File: config.mk
export PLATFORM = sky130hd
export DESIGN_NAME = prog_loader
export DESIGN_NICKNAME = d
export VERILOG_FILES = /design/src/rtl/prog_loader.sv
export SDC_FILE = /design/constraint.sdc
export NUM_CORES = 1
export LEC_CHECK = 0
export BUFFER_PORTS_ARGS = -buffer_cell sky130_fd_sc_hd__buf_2
export CAP_MARGIN = 20
export CELL_PAD_IN_SITES_DETAIL_PLACEMENT = 1
export CELL_PAD_IN_SITES_GLOBAL_PLACEMENT = 2
export CORE_MARGIN = 4
export CORE_UTILIZATION = 30
export CTS_CLUSTER_SIZE = 14
export DETAILED_ROUTE_END_ITERATION = 8
export PLACE_DENSITY = 0.76
export SETUP_SLACK_MARGIN = 0.5
export SYNTH_ARGS = -nofsm -noshare
export SYNTH_HDL_FRONTEND = slang
export SYNTH_SLANG_ARGS = --single-unit
export TNS_END_PERCENT = 100
File: constraint.sdc
create_clock -name clk -period 1.86 [get_ports clk]
set_input_delay 0.093 -clock clk [delete_from_list [all_inputs] [get_ports clk]]
set_output_delay 0.093 -clock clk [all_outputs]
set_load 0.1 [all_outputs]
File: src/rtl/prog_loader.sv
// Program loader: parses framed byte stream (SYNC, LEN, LE data words, CHK), writes words
// to instruction RAM and keeps the CPU core held in reset until a checksum-valid image lands.
module prog_loader #(
  parameter int          ADDR_W     = 16,
  parameter int          START_ADDR = 0,
  parameter int          ADDR_STEP  = 4,
  parameter int          MAX_WORDS  = 4096,
  parameter logic [7:0]  SYNC_BYTE  = 8'hA5
) (
  input  logic              clk,
  input  logic              reset,
  input  logic              in_valid,
  input  logic [7:0]        in_data,
  output logic              in_ready,
  output logic              wr_ram_en,
  output logic [ADDR_W-1:0] wr_ram_addr,
  output logic [31:0]       wr_ram_data,
  output logic              cpu_hold,
  output logic              load_busy,
  output logic              load_done,
  output logic              load_err,
  output logic [2:0]        o_dbg_state
);

  // Handshake: a byte transfers on a rising edge where in_valid && in_ready are both high;
  // in_ready is low only during the single WRITE cycle, in_valid low simply stalls.

  typedef enum logic [2:0] {
    S_IDLE   = 3'd0,
    S_LEN_LO = 3'd1,
    S_LEN_HI = 3'd2,
    S_DATA   = 3'd3,
    S_WRITE  = 3'd4,
    S_CHECK  = 3'd5,
    S_DONE   = 3'd6,
    S_ERROR  = 3'd7
  } state_t;

  localparam logic [ADDR_W-1:0] START_A   = ADDR_W'(START_ADDR);
  localparam logic [ADDR_W-1:0] STEP_A    = ADDR_W'(ADDR_STEP);
  localparam logic [16:0]       MAX_W17   = 17'(MAX_WORDS);

  state_t            r_state, w_next;
  logic [ADDR_W-1:0] r_addr;
  logic [31:0]       r_data;
  logic [7:0]        r_sum;
  logic [7:0]        r_len_lo;
  logic [15:0]       r_words_left;
  logic [1:0]        r_k;
  logic              w_acc;
  logic [15:0]       w_len;

  assign w_acc = in_valid && in_ready;
  assign w_len = {in_data, r_len_lo};

  always_ff @(posedge clk) begin
    if (reset) r_state <= S_IDLE;
    else       r_state <= w_next;
  end

  always_comb begin
    w_next = r_state;
    case (r_state)
      S_IDLE, S_DONE, S_ERROR:
        if (w_acc && in_data == SYNC_BYTE) w_next = S_LEN_LO;
      S_LEN_LO:
        if (w_acc) w_next = S_LEN_HI;
      S_LEN_HI:
        if (w_acc) begin
          if ({1'b0, w_len} > MAX_W17) w_next = S_ERROR;
          else if (w_len == 16'd0)     w_next = S_CHECK;
          else                         w_next = S_DATA;
        end
      S_DATA:
        if (w_acc && r_k == 2'd3) w_next = S_WRITE;
      // words_left is decremented on this same edge, so 1 here means the frame is complete
      S_WRITE:
        w_next = (r_words_left == 16'd1) ? S_CHECK : S_DATA;
      S_CHECK:
        if (w_acc) w_next = (in_data == r_sum) ? S_DONE : S_ERROR;
      default: w_next = S_IDLE;
    endcase
  end

  always_ff @(posedge clk) begin
    if (reset) begin
      r_addr       <= START_A;
      r_data       <= 32'd0;
      r_sum        <= 8'd0;
      r_len_lo     <= 8'd0;
      r_words_left <= 16'd0;
      r_k          <= 2'd0;
    end else begin
      case (r_state)
        S_IDLE, S_DONE, S_ERROR:
          if (w_acc && in_data == SYNC_BYTE) begin
            r_sum  <= 8'd0;
            r_addr <= START_A;
            r_k    <= 2'd0;
          end
        S_LEN_LO:
          if (w_acc) begin
            r_len_lo <= in_data;
            r_sum    <= r_sum + in_data;
          end
        S_LEN_HI:
          if (w_acc) begin
            r_words_left <= w_len;
            r_sum        <= r_sum + in_data;
          end
        S_DATA:
          if (w_acc) begin
            r_data[{r_k, 3'b000} +: 8] <= in_data;
            r_sum                      <= r_sum + in_data;
            r_k                        <= r_k + 2'd1;
          end
        S_WRITE: begin
          r_addr       <= r_addr + STEP_A;
          r_words_left <= r_words_left - 16'd1;
        end
        default: ;
      endcase
    end
  end

  // All status outputs are pure state decodes, so reset restores them on the next edge.
  assign in_ready    = (r_state != S_WRITE);
  assign wr_ram_en   = (r_state == S_WRITE);
  assign wr_ram_addr = r_addr;
  assign wr_ram_data = r_data;
  assign cpu_hold    = (r_state != S_DONE);
  assign load_busy   = (r_state == S_LEN_LO) || (r_state == S_LEN_HI) || (r_state == S_DATA) ||
                       (r_state == S_WRITE)  || (r_state == S_CHECK);
  assign load_done   = (r_state == S_DONE);
  assign load_err    = (r_state == S_ERROR);
  assign o_dbg_state = r_state;

endmodule

==> flow_metrics.env, run 1 <==
export IMPL_clkTransAtPathRegs_ps=60
export IMPL_viasPerCell=5.348
export IMPL_worstHoldStart="in_data[5]"
export IMPL_p_per_area_nw_per_um2=640.3
export IMPL_hold_path_class="input port to flop"
export IMPL_nNetsFinal=699
export IMPL_required_ps=1770
export IMPL_totalPowerFinal_uw=4509
export IMPL_setup_viol=0
export IMPL_drt_iter0_drc=235
export IMPL_relSlewSlack=0.4994
export IMPL_io_buffers=65
export IMPL_drive_gt1_frac=0.5598
export IMPL_die_width_um=127.8
export IMPL_yosysUniqueCellTypes=66
export IMPL_crit_chain="or3b_4, buf_8, buf_12, buf_12, buf_12"
export IMPL_synthArstFlopShare=0
export IMPL_leakagePower_uw=0.002523
export IMPL_grt_pass1_wl_um=26060
export IMPL_holdBufCountCts=0
export IMPL_htree_levels=3
export IMPL_r2r_setup_slack_ps=50
export IMPL_layout_commonest_cell="dfxtp_1"
export IMPL_synth_edf_count=0
export IMPL_fmax_mhz=544.5
export IMPL_path_class="flop to output pin"
export IMPL_cts_tree="yes"
export IMPL_synth_seq_cells=83
export IMPL_cap_viol_max_count=0
export IMPL_synth_ff_type="dfxtp_1"
export IMPL_skew_ps=7.222
export IMPL_fin_crit_ps=1837
export IMPL_seq_area_frac_synth=0.3862
export IMPL_worst_pin_slew_ps=751.0
export IMPL_synth_cell_area_um2=4303
export IMPL_cts_sinks=83
export IMPL_area_growth_pct=63.65
export IMPL_syn_avg_cell_area_um2=8.028
export IMPL_cp_buffers_inverters=4
export IMPL_die_y_um=127.8
export IMPL_finalNonFillerCells=857
export IMPL_path_common_cell="buf_12"
export IMPL_critical_path_arrival_ps=1740
export IMPL_antenna_found_initial=0
export IMPL_grt_pass1_vias=4812
export IMPL_slew_viol_final=0
export IMPL_cp_slowest_cell="or3b_4"
export IMPL_numCtsBuffers=9
export IMPL_grt_start_max_net_pins=34
export IMPL_vdd_drop_max_mv=0.4221
export IMPL_r2r_cells=6
export IMPL_critical_path_top_delay_family="buffers and inverters"
export IMPL_mostFrequentLayoutCells="63 x dfxtp_1, 62 x buf_4, 57 x nand2_1"
export IMPL_grtUsageTotal=0.2001
export IMPL_start_util=0.3076
export IMPL_drtAntennaViolNets=0
export IMPL_clk_insertion_delay_late_ps=350
export IMPL_wl_per_cell_um=19.59
export IMPL_netlist_instances=536
export IMPL_dpl_hpwl_um=10640
export IMPL_dieArea_um2=16320
export IMPL_fillerInstances=1563
export IMPL_dr_pass1_iters=4
export IMPL_cp_start_kind="flop"
export IMPL_clock_path_buffers=2
export IMPL_grt_setup_unrepaired="true"
export IMPL_min_to="wr_ram_data[29]$_SDFFE_PP0P_"
export IMPL_place_inst=794
export IMPL_cp_max_fo=7
export IMPL_final_hold_violation_count=0
export IMPL_outcome="finished, final reports clean"
export IMPL_period_share=0.9875
export IMPL_drc=0
export IMPL_timing_rr_start="o_dbg_state[0]$_SDFFE_PP0P_"
export IMPL_grt_overflow_total=0
export IMPL_post_synth_top_area_fraction=0.3862
export IMPL_root_buffer="clkbuf_16"
export IMPL_final_util=0.5034
export IMPL_hold_depth=3
export IMPL_wirelength_um=16790
export IMPL_cp_slowest_stage_delay_ps=450
export IMPL_vias=4583
export IMPL_rows=43
export IMPL_antennaDiodeCount=0
export IMPL_core_area_um2=13990
export IMPL_yosys_top_cells_area="dfxtp_1 39%, nand3_1 7.3%, a21oi_1 7.1%"
export IMPL_yosysWarnings=0
export IMPL_ios=68
export IMPL_crit_path_end_kind="output pin"
export IMPL_gp_congestion=0.8256
export IMPL_synth_top_cell_by_area="dfxtp_1"
export IMPL_r2r_end="wr_ram_addr[11]$_SDFFE_PP0P_"
-- how the worst max path moves through the flow --
stage	startpoint	end	slack, ps	cells after the start
2_1_floorplan	o_dbg_state[2]$_SDFFE_PP0P_	cpu_hold	-690	4
3_3_place_gp	o_dbg_state[0]$_SDFFE_PP0P_	wr_ram_addr[11]$_SDFFE_PP0P_	20	6
3_5_place_dp	r_sum[4]$_SDFFE_PP0P_	r_sum[7]$_SDFFE_PP0P_	-30	6
4_1_cts	o_dbg_state[2]$_SDFFE_PP0P_	r_sum[7]$_SDFFE_PP0P_	40	6
5_1_grt	o_dbg_state[0]$_SDFFE_PP0P_	wr_ram_addr[11]$_SDFFE_PP0P_	-40	6
6_report	o_dbg_state[0]$_SDFFE_PP0P_	in_ready	20	5
-- layout make-up --
cell class              instances  area [um2]  area share
clock buffers                  10       229.0     0.03252
clock inverters                 6       73.82     0.01048
inverters                      11       65.06    0.009240
multi-input cells             408        3382      0.4803
flip-flops and latches         83        1712      0.2431
well taps                     180       225.2     0.03198
repair buffers                159        1355      0.1924
-- power breakdown --
part | internal (uW) | switching [uW] | total (uW)
clock | 1060 | 829 | 1890
sequential | 1800 | 37.2 | 1830
combinational | 309 | 479 | 788
-- synth_stat cells, drive strengths merged (4+ instances only) --
cell type  number
nor4            6
nand2b          5
a31oi          10
a221oi          4
a211oi          4
o211ai          7
dfxtp          83
a21oi          61
or3             8
nand3          63
or4             8
o21ai          13
mux2i          10
nor2           39
nor3b           6
and3            6
clkbuf         22
nand2          70
buf            13
nand4           4
and2            5
or2             7
inv            11
ha             15
nor3           10
-- metal layers --
metal,vias to the layer above,track usage,share of wire
met3,15,0.03542,0.033
met1,2289,0.2539,0.43
met5,-,0,0
met4,0,0.05306,0.012
met2,71,0.3497,0.52
li1,2208,-,-
-- what timing repair did --
item,4_1_cts,5_1_grt
pin swaps,48,32
resized for setup,111,77
endpoints found under the hold margin,0,0
setup buffers,38,9
endpoints found under the setup margin,91,91
-- registers in the layout, summed over array words and instances (netlist names) --
signal and count:
wr_ram_data 32, r_words_left 16, wr_ram_addr 14, r_len_lo 8
r_sum 8, o_dbg_state 3, r_k 2
-- kinds of logic after synthesis --
| logic type | synth area share |
|---|---|
| buffers and inverters | 0.04827 |
| multiplexers | 0.03111 |
| XOR/XNOR | 0.01222 |
| other | 0.0008715 |
| adder cells (fa/ha/maj) | 0.04827 |
| AND/OR/NAND/NOR | 0.3015 |
| flip-flops | 0.3862 |
| AO/OA/AOI/OAI | 0.1716 |
-- worst reg2reg max path, cell delays in order, from the launching register on --
cell and delay (ps):
dfxtp_4 370, or3b_4 450, buf_8 160, nor4_4 210, nand3_1 170, mux2_4 330
nor2_2 70
-- stage by stage --
stage / TNS, ps / area, um2 / hold slack, ps / worst slack [ps]
finish: 0 / 7042 / 67.99 / 23.34
CTS: 0 / 6619 / 42.44 / 42.78
global placement: 0 / 5538 / 401.5 / 19.97
detailed placement: -45.37 / 5538 / 414.2 / -30.15
floorplan: -2957 / 4860 / 236.1 / -692.5
global route: -139.4 / 7042 / 57.03 / -40.66
Note: power is estimated with default switching activity, not from simulation.
==> run 2: changes to the inputs <==
--- a/config.mk
+++ b/config.mk
@@ -5,15 +5,16 @@
 export SDC_FILE = /design/constraint.sdc
 export NUM_CORES = 1
 export LEC_CHECK = 0
+export ABC_AREA = 1
 export BUFFER_PORTS_ARGS = -buffer_cell sky130_fd_sc_hd__buf_2
 export CAP_MARGIN = 20
 export CELL_PAD_IN_SITES_DETAIL_PLACEMENT = 1
 export CELL_PAD_IN_SITES_GLOBAL_PLACEMENT = 2
 export CORE_MARGIN = 4
-export CORE_UTILIZATION = 30
+export CORE_UTILIZATION = 28
 export CTS_CLUSTER_SIZE = 14
 export DETAILED_ROUTE_END_ITERATION = 8
-export PLACE_DENSITY = 0.76
+export PLACE_DENSITY = 0.75
 export SETUP_SLACK_MARGIN = 0.5
 export SYNTH_ARGS = -nofsm -noshare
 export SYNTH_HDL_FRONTEND = slang
==> run 2 against run 1 <==
- total power grew 1.0%
- non-clock buffer count shrank 5
- design area grew 7.6%
- largest cell class unchanged
- largest power group is now registers
- highest routed layer unchanged
==> flow_metrics.env, run 2 <==
export IMPL_mostFrequentLayoutCells="105 x nand2_1, 57 x nor2_1, 56 x dfxtp_1"
export IMPL_htree_levels=3
export IMPL_crit_path_end_kind="flop"
export IMPL_yosys_area_share_simple=0.3085
export IMPL_nNetsFinal=838
export IMPL_rows=46
export IMPL_synthArstFlopShare=0
export IMPL_drtAntennaViolNets=0
export IMPL_hold_depth=3
export IMPL_die_width_um=134.7
export IMPL_min_to="r_len_lo[7]$_SDFFE_PP0P_"
export IMPL_grt_start_max_net_pins=58
export IMPL_r2r_end="wr_ram_addr[9]$_SDFFE_PP0P_"
export IMPL_synth_edf_count=0
export IMPL_viasPerCell=4.925
export IMPL_relSlewSlack=0.5067
export IMPL_p_per_area_nw_per_um2=601.3
export IMPL_synth_compound_gate_area_share=0.1740
export IMPL_cap_viol_max_count=0
export IMPL_synth_most_common_cell="nand2_1"
export IMPL_dpl_worst_slack_ps=147.2
export IMPL_required_ps=2060
export IMPL_setup_ws_ps=246.7
export IMPL_slew_viol_final=0
export IMPL_grt_pass1_wl_um=27790
export IMPL_fin_crit_ps=1613
export IMPL_drive_gt1_frac=0.4988
export IMPL_hold_path_class="input port to flop"
export IMPL_synth_xor_area_frac=0.007797
export IMPL_critical_path_arrival_ps=1810
export IMPL_dr_pass1_iters=4
export IMPL_fmax_mhz=619.9
export IMPL_worst_pin_slew_ps=740.0
export IMPL_outcome="finished, final reports clean"
export IMPL_worstHoldStart="in_data[7]"
export IMPL_antenna_found_initial=0
export IMPL_cp_max_fo=6
export IMPL_leakagePower_uw=0.003117
export IMPL_wirelength_um=18240
export IMPL_final_hold_violation_count=0
export IMPL_core_area_um2=15830
export IMPL_wl_per_cell_um=17.67
export IMPL_vdd_drop_max_mv=0.4517
export IMPL_synthAdderAreaFrac=0.04623
export IMPL_syn_avg_cell_area_um2=6.756
export IMPL_path_class="flop to flop"
export IMPL_yosysWarnings=0
export IMPL_synth_ff_type="dfxtp_1"
export IMPL_skew_ps=8.217
export IMPL_clock_path_buffers=2
export IMPL_root_buffer="clkbuf_16"
export IMPL_grt_setup_unrepaired="true"
export IMPL_gp_congestion=0.8071
export IMPL_io_buffers=65
export IMPL_seqPwrFrac=0.409
export IMPL_synth_area_mux_share=0
export IMPL_p_comb_frac=0.199
export IMPL_switching_share=0.3215
export IMPL_synth_top_cell_by_area="dfxtp_1"
export IMPL_ios=68
export IMPL_p_sw_uw=1465
export IMPL_numCtsBuffers=9
export IMPL_netlist_instances=665
export IMPL_synth_cell_area_um2=4493
export IMPL_grt_pass1_vias=5333
export IMPL_cts_tree="yes"
export IMPL_dieArea_um2=18140
export IMPL_grtUsageTotal=0.1923
export IMPL_seq_area_frac_synth=0.3698
export IMPL_finalNonFillerCells=1032
export IMPL_clk_insertion_delay_late_ps=350
export IMPL_synth_top_family_by_area="simple AND/OR/NAND/NOR gates"
export IMPL_dpl_hpwl_um=11280
export IMPL_yosys_top_cells_area="dfxtp_1 37%, nand2_1 12%, a21oi_1 8.1%"
export IMPL_holdBufCountCts=0
export IMPL_r2r_cells=11
export IMPL_drc=0
export IMPL_area_growth_pct=68.64
export IMPL_pwr_share_clk=0.392
export IMPL_place_inst=934
export IMPL_final_util=0.4787
export IMPL_cts_sinks=83
export IMPL_antennaDiodeCount=0
export IMPL_vias=5083
export IMPL_timing_rr_start="o_dbg_state[1]$_SDFFE_PP0P_"
export IMPL_r2r_setup_slack_ps=250
export IMPL_largest_register_ffs=32
export IMPL_die_y_um=134.7
export IMPL_drt_iter0_drc=220
export IMPL_cp_start_kind="flop"
export IMPL_clkTransAtPathRegs_ps=70
export IMPL_layout_commonest_cell="nand2_1"
export IMPL_grt_overflow_total=0
export IMPL_internal_power_uw=3091
export IMPL_synth_common_cells="139 x nand2_1, 85 x nor2_1, 83 x dfxtp_1, 73 x a21oi_1, 62 x inv_1"
export IMPL_start_util=0.2839
export IMPL_yosysUniqueCellTypes=39
export IMPL_synth_seq_cells=83
export IMPL_setup_viol=0
export IMPL_post_synth_top_area_fraction=0.3698
export IMPL_period_share=0.8673
[run 2: cell count changes in the layout (fill, tap and decap cells not counted), sizes merged, moves of 9 or more]
| cell | change |
|---|---|
| buf | -11 |
| a21oi | +12 |
| inv | +61 |
| nand2 | +72 |
| nor2 | +52 |
| o21ai | +30 |
| mux2i | -10 |
| nor3 | +9 |
[run 2: cell families (layout without fill, tap and decap cells)]
kind of cell    Yosys count  after routing
xor+xnor                  4              4
other cells               1              2
flops                    83             83
simple gates            323            324
fa+ha+maj                16             16
buf+inv                  97            246
compound gates          141            141
[run 2: critical path, cell delays in order (launching register included)]
cell and delay, ps:
dfxtp_4 350, inv_4 80, nor2_4 50, inv_4 90, nand2_4 60, nor2_4 170
nand3_4 180, buf_6 180, nand2_8 80, clkinv_8 80, nand2_2 60, a21oi_1 70
[run 2: repair_timing]
action                                  in CTS  in global routing
endpoints found under the hold margin        0                  0
gates cloned                                 6                  2
pin swaps                                   60                 35
resized for setup                          218                 98
buffers inserted                            52                 22
endpoints found under the setup margin      86                 94
[run 2: worst max-delay path by stage]
stage | from | slack [ps] | cells past startpoint | to
final | o_dbg_state[1]$_SDFFE_PP0P_ | 250 | 11 | wr_ram_addr[9]$_SDFFE_PP0P_
after floorplan | o_dbg_state[2]$_SDFFE_PP0P_ | -80 | 3 | cpu_hold
after CTS | o_dbg_state[0]$_SDFFE_PP0P_ | 260 | 7 | load_busy
after global routing | o_dbg_state[0]$_SDFFE_PP0P_ | 170 | 10 | wr_ram_addr[9]$_SDFFE_PP0P_
after detailed placement | o_dbg_state[0]$_SDFFE_PP0P_ | 150 | 9 | wr_ram_addr[11]$_SDFFE_PP0P_
after global placement | o_dbg_state[0]$_SDFFE_PP0P_ | 160 | 9 | wr_ram_addr[11]$_SDFFE_PP0P_
[run 2: power groups by stage]
| stage | Clock (uW) | Combinational [uW] | Sequential [uW] |
|---|---|---|---|
| 2_1_floorplan | 0 | 417 | 1940 |
| 6_report | 1780 | 907 | 1870 |
| 3_3_place_gp | 0 | 605 | 1900 |
| 5_1_grt | 1910 | 976 | 1870 |
| 3_5_place_dp | 0 | 618 | 1900 |
| 4_1_cts | 1810 | 812 | 1860 |
[run 2: per-stage QoR]
step                total power (uW)  instance area [um2]  setup TNS (ps)  hold slack, ps
floorplan                       2352                 4847          -77.08           283.3
global placement                2508                 5345               0           450.2
detailed placement              2523                 5345               0           452.9
CTS                             4485                 6950               0           158.5
global route                    4752                 7577               0           174.1
finish                          4556                 7577               0           134.8
[run 2: area by class of cell]
cell class | count | area [um2]
Timing Repair Buffer | 154 | 1385
Sequential cell | 83 | 1718
Fill cell | 1870 | 8250
Tap cell | 216 | 270.3
Clock buffer | 10 | 239.0
Clock inverter | 6 | 46.29
Inverter | 73 | 335.3
Timing Repair inverter | 3 | 21.27
Multi-Input combinational cell | 487 | 3562
[run 2: per-layer routing]
| layer | up-vias | wire length (um) | track usage |
|---|---|---|---|
| met5 | - | 0 | 0 |
| met4 | 0 | 272 | 0.05317 |
| met3 | 20 | 491 | 0.02943 |
| met2 | 71 | 9805 | 0.3499 |
| met1 | 2498 | 7671 | 0.2352 |
| li1 | 2494 | - | - |
